$ cat src/rtl/mem_arbiter_pkg.sv
// Shared constants and state encoding for the byte-wide memory port arbiter.
package mem_arbiter_pkg;

  localparam int DEF_NREQ         = 3;
  localparam int DEF_WIDTH_WORD   = 8;
  localparam int DEF_WIDTH_DOUBLE = 16;

  typedef enum logic [1:0] {
    ARB_IDLE  = 2'd0,
    ARB_BYTE0 = 2'd1,
    ARB_BYTE1 = 2'd2,
    ARB_ACK   = 2'd3
  } arb_state_t;

  localparam logic [1:0] REQ_FETCH = 2'd0;
  localparam logic [1:0] REQ_LDST  = 2'd1;
  localparam logic [1:0] REQ_DBG   = 2'd2;

  // Index width that stays legal for a single requester.
  function automatic int id_w(input int n);
    return (n > 1) ? $clog2(n) : 1;
  endfunction

endpackage

$ cat src/rtl/mem_rr_pick.sv
// Combinational round-robin picker: first set request at or after ptr, wrapping.
module mem_rr_pick
  import mem_arbiter_pkg::*;
#(
  parameter  int NREQ = DEF_NREQ,
  localparam int IDW  = id_w(NREQ)
) (
  input  logic [NREQ-1:0] req,
  input  logic [IDW-1:0]  ptr,
  output logic [IDW-1:0]  winner,
  output logic            found
);

  logic [IDW-1:0] idx;

  always_comb begin
    winner = '0;
    found  = 1'b0;
    idx    = '0;
    for (int k = 0; k < NREQ; k++) begin
      idx = IDW'((int'(ptr) + k) % NREQ);
      if (!found && req[idx]) begin
        winner = idx;
        found  = 1'b1;
      end
    end
  end

endmodule

$ cat src/rtl/mem_arbiter.sv
// Round-robin arbiter that serializes one- or two-byte requests onto a byte-wide
// synchronous memory; two-byte values are little-endian.
module mem_arbiter
  import mem_arbiter_pkg::*;
#(
  parameter  int NREQ         = DEF_NREQ,
  parameter  int WIDTH_WORD   = DEF_WIDTH_WORD,
  parameter  int WIDTH_DOUBLE = DEF_WIDTH_DOUBLE,
  localparam int IDW          = id_w(NREQ)
) (
  input  logic                         clk,
  input  logic                         rst,
  input  logic [NREQ-1:0]              req_valid,
  input  logic [NREQ-1:0]              req_write,
  input  logic [NREQ-1:0]              req_dbl,
  input  logic [NREQ*WIDTH_DOUBLE-1:0] req_addr,
  input  logic [NREQ*WIDTH_DOUBLE-1:0] req_wdata,
  output logic [NREQ-1:0]              req_ack,
  output logic [WIDTH_DOUBLE-1:0]      req_rdata,
  output logic [IDW-1:0]               grant_id,
  output logic                         busy,
  output logic                         mem_en,
  output logic                         mem_we,
  output logic [WIDTH_DOUBLE-1:0]      mem_addr,
  output logic [WIDTH_WORD-1:0]        mem_wdata,
  input  logic [WIDTH_WORD-1:0]        mem_rdata
);

  arb_state_t              state;
  logic [IDW-1:0]          ptr;
  logic [IDW-1:0]          winner;
  logic                    found;
  logic [WIDTH_DOUBLE-1:0] addr;
  logic [WIDTH_DOUBLE-1:0] wdata;
  logic                    write;
  logic                    dbl;
  logic [WIDTH_WORD-1:0]   lo;

  mem_rr_pick #(.NREQ(NREQ)) u_pick (
    .req    (req_valid),
    .ptr    (ptr),
    .winner (winner),
    .found  (found)
  );

  // Only the winner's slice is latched, so X on other requesters never enters.
  always_ff @(posedge clk or posedge rst) begin
    if (rst) begin
      state    <= ARB_IDLE;
      ptr      <= '0;
      grant_id <= '0;
      addr     <= '0;
      wdata    <= '0;
      write    <= 1'b0;
      dbl      <= 1'b0;
    end else begin
      case (state)
        ARB_IDLE: begin
          if (found) begin
            addr     <= req_addr[int'(winner)*WIDTH_DOUBLE +: WIDTH_DOUBLE];
            wdata    <= req_wdata[int'(winner)*WIDTH_DOUBLE +: WIDTH_DOUBLE];
            write    <= req_write[winner];
            dbl      <= req_dbl[winner];
            grant_id <= winner;
            ptr      <= (winner == IDW'(NREQ - 1)) ? '0 : winner + IDW'(1);
            state    <= ARB_BYTE0;
          end
        end
        ARB_BYTE0: state <= dbl ? ARB_BYTE1 : ARB_ACK;
        ARB_BYTE1: state <= ARB_ACK;
        default:   state <= ARB_IDLE;
      endcase
    end
  end

  // Low byte of a double read arrives during BYTE1.
  always_ff @(posedge clk) begin
    if (state == ARB_BYTE1) lo <= mem_rdata;
  end

  assign busy      = (state != ARB_IDLE);
  assign mem_en    = (state == ARB_BYTE0) || (state == ARB_BYTE1);
  assign mem_we    = mem_en && write;
  assign mem_addr  = (state == ARB_BYTE1) ? addr + WIDTH_DOUBLE'(1) : addr;
  assign mem_wdata = (state == ARB_BYTE1) ? wdata[2*WIDTH_WORD-1 -: WIDTH_WORD]
                                          : wdata[WIDTH_WORD-1:0];

  always_comb begin
    req_ack   = '0;
    req_rdata = '0;
    if (state == ARB_ACK) begin
      req_ack[grant_id] = 1'b1;
      if (!write) begin
        req_rdata = dbl ? WIDTH_DOUBLE'({mem_rdata, lo})
                        : {{(WIDTH_DOUBLE-WIDTH_WORD){1'b0}}, mem_rdata};
      end
    end
  end

endmodule

$ cat config.mk
export PLATFORM = sky130hd
export DESIGN_NAME = mem_arbiter
export DESIGN_NICKNAME = d
export VERILOG_FILES = /design/src/rtl/mem_arbiter_pkg.sv /design/src/rtl/mem_rr_pick.sv /design/src/rtl/mem_arbiter.sv
export SDC_FILE = /design/constraint.sdc
export NUM_CORES = 1
export LEC_CHECK = 0
export BUFFER_PORTS_ARGS = -buffer_cell sky130_fd_sc_hd__buf_2
export CAP_MARGIN = 15
export CORE_UTILIZATION = 47
export DETAILED_ROUTE_END_ITERATION = 10
export PLACE_DENSITY = 0.93
export SETUP_SLACK_MARGIN = 0.05
export SLEW_MARGIN = 20
export SYNTH_ARGS = -nofsm -noshare
export SYNTH_HDL_FRONTEND = slang
export SYNTH_SLANG_ARGS = --single-unit
$ cat constraint.sdc
create_clock -name clk -period 3.5 [get_ports clk]
set_input_delay 0.7 -clock clk [delete_from_list [all_inputs] [get_ports clk]]
set_output_delay 0.7 -clock clk [all_outputs]
set_load 0.005 [all_outputs]
==> impl_metrics.csv <==
group,metric,value,unit
status,status,"finished clean",
yosys,synth_compound_area_share,18.3,%
final_layout,area_growth,30.0,%
worst_setup_path,arrival,3110,ps
clocking,clock-sinks,48,
yosys,synth_edf_count,8,
grt,grt_max_degree,41,
final_layout,fin_nets,627,
yosys,synth_area_per_cell,9.70,µm²
placement,routabilityCongestion,1.00,
sta,tightest_slew,983,ps
clocking,clk_path_buf_depth,2,
placement,portBuffers,162,
yosys,synth_xor_area_share,3.86,%
sta,fin_setup_tns,0,ps
grt,overflow,0,
sta,rsz0062_at_grt,"false",
yosys,synth_fa_ha_area_share,3.31,%
clocking,cts_tree,"done",
route,dr_total_vias,3447,
route,antenna_left,0,
placement,placed_cell_area,4290,µm²
route,avgViaCountPerCell,5.75,
placement,place_inst,589,
sta,report.final.slew_viol_count,0,
clocking,clock-root-buffer,"clkbuf_8",
yosys,synth_commonest_cells,"o211ai_1, mux2i_1, nand2_1",
clocking,cts_resized,0,
clocking,clock_latency,300,ps
sta,fmax,344,MHz
worst_setup_path,start_kind,"register",
yosys,postSynthCellCount,351,
yosys,netlist_area,3400,µm²
power_and_ir_drop,power.density,864,nW/µm²
yosys,yosys.area_share.simple,14.6,%
die,start_util,49.3,%
flow_run,cap_violations,0,
yosys,synth_top_family_by_area,"compound AO/OA/AOI/OAI gates",
die,die_area,7590,µm²
yosys,synthArstFlopShare,83.3,%
yosys,ys_types,40,
clocking,path_clk_slew,90,ps
power_and_ir_drop,p_total,3.82,mW
route,wire_per_inst,16.5,µm
sta,finalWorstSetupSlack,596,ps
clocking,htree_levels,2,
die,pin_count,163,
yosys,ys.flop_type,"dfrtp_1",
worst_hold_path,hold_depth,2,
yosys,yosysWarnings,0,
route,route.detailed.drc,0,
yosys,synthMuxAreaShare,18.2,%
sta,setup_viol,0,
worst_hold_path,whs_endpoint,"wdata[15]",
grt,grt_pass1_wl,15400,µm
final_layout,fillCellCount,586,
final_layout,stdcell_count,600,
final_layout,seq_area,1240,µm²
yosys,synthTopCellsByArea,"dfrtp_1, o211ai_1, mux2i_1",
placement,dpl.hpwl,7360,µm
die,std_cell_rows,30,
worst_setup_path,crit_type,"register to register",
route,wirelength,9920,µm
die,die_h,87.1,µm
grt,track_usage,26.0,%
worst_hold_path,min-delay-start,"wdata[15]",
worst_hold_path,holdCritPathClass,"register to register",
worst_setup_path,crit_path_end_kind,"register",
power_and_ir_drop,leakage,2.21,nW
worst_setup_path,r2r_cells,8,
final_layout,drive_gt1_share,39.5,%
yosys,ys_seq_elements,48,
grt,antenna_found_initial,0,
power_and_ir_drop,max-vdd-ir-drop,0.335,mV
route,drtIter0Drc,150,
die,die_w,87.1,µm
die,core,6910,µm²
worst_setup_path,cp.required,3710,ps
clocking,cts_made_buffers,5,
worst_setup_path,r2r-start,"ptr[1]",
sta,min_period,2900,ps
final_layout,multi_input_area,2020,µm²
sta,fin_skew,7.37,ps
sta,finalHoldViolCount,0,
route,dr.pass1.iters,4,
yosys,ys_seq_area_share,36.5,%
grt,grt_pass1_vias,3251,
placement,pre_cts_ws,265,ps
worst_setup_path,regToRegSetupSlack,600,ps
sta,relSlewSlack,34.5,%
yosys,yosys.area.top_type_share,29.4,%
yosys,yosys.area.top_type,"dfrtp_1",
clocking,ctsHoldBuffers,0,
yosys,yosysMostFrequentCell,"o211ai_1",
worst_setup_path,critical_path_peak_fanout,13,
worst_setup_path,rr_endpoint,"ptr[1]",
yosys,syn-num-nets,475,
final_layout,stdcell_area,4430,µm²
final_layout,antennaDiodeCount,0,
sta,post-route-period-util,83.0,%
## layer usage
| metal | GRT usage [%] | wire (µm) |
|---|---|---|
| met1 | 31.8 | 4050 |
| met4 | 8.64 | 171 |
| met3 | 4.17 | 651 |
| met5 | 0 | 0 |
| met2 | 46.5 | 5050 |
## worst max-delay path by stage
stage           start  cells after the start  endpoint  slack (ps)
3_5_place_dp   ptr[1]                      8  wdata[1]         260
3_3_place_gp   ptr[1]                      8   addr[4]         470
5_1_grt        ptr[1]                      8    ptr[1]         440
6_report       ptr[1]                      8    ptr[1]         600
2_1_floorplan  ptr[1]                      9  addr[10]         990
4_1_cts        ptr[1]                      8  addr[12]         230
## placed cells by master, fill, tap and decap left out, types with 2 or more instances in the layout
master / netlist / layout
o21ai_0: 5 / 5
dfrtp_1: 40 / 40
edfxtp_1: 8 / 8
o211ai_1: 68 / 68
nand3_1: 4 / 4
and3_1: 11 / 11
nand3b_1: 3 / 3
xnor2_1: 10 / 10
nor2b_1: 3 / 3
clkbuf_8: 0 / 5
and2_1: 2 / 2
buf_4: 4 / 10
nand2_1: 45 / 45
nor3_1: 2 / 2
buf_2: 8 / 162
ha_1: 9 / 9
or4_1: 2 / 2
mux2_2: 13 / 13
nor2_1: 17 / 17
mux2i_1: 46 / 46
xor2_1: 5 / 5
o21a_1: 2 / 2
inv_1: 7 / 6
nand4_1: 6 / 6
## through the flow
stage          hold WS [ps]  util (%)
6_report                503      64.1
5_1_grt                 531      64.1
4_1_cts                 503      63.7
3_5_place_dp            481      62.1
3_3_place_gp            475      62.1
2_1_floorplan           461         -
## final cells by class
class	count	area share, %
Tap cell	96	2.71
Timing Repair Buffer	173	20.5
Clock buffer	5	1.55
Inverter	7	0.594
Multi-Input combinational cell	268	45.7
Clock inverter	3	0.961
Sequential cell	48	28.0
## registers in the layout, indices dropped and copies added (netlist names)
name      count
wdata        16
grant_id      2
dbl           1
lo            8
addr         16
ptr           2
write         1
state         2
## kinds of logic (layout without fill, tap and decap cells)
| family | count (synthesis) | in the layout |
|---|---|---|
| compound gates | 82 | 82 |
| flops | 48 | 48 |
| buf+inv | 35 | 188 |
| simple gates | 102 | 102 |
| mux | 60 | 60 |
| xor+xnor | 15 | 15 |
| fa+ha+maj | 9 | 9 |
## critical path: stages (launching register included)
cell,delay [ps]
dfrtp_1,410
inv_1,100
ha_1,350
mux2_2,380
o311ai_0,540
mux2i_4,180
buf_4,250
or4_1,500
o21ai_0,80
## where the power goes
part | internal (mW) | switching, mW | total [mW] | leakage [nW]
sequential | 0.843 | 0.240 | 1.08 | 0.572
clock | 0.212 | 0.191 | 0.403 | 0.0541
combinational | 1.06 | 1.28 | 2.34 | 1.59
## repair_timing
action,CTS,global route
endpoints found under the hold margin,0,0
setup endpoints to repair,0,2
setup buffers,0,3
(Power assumes the default switching activity.)
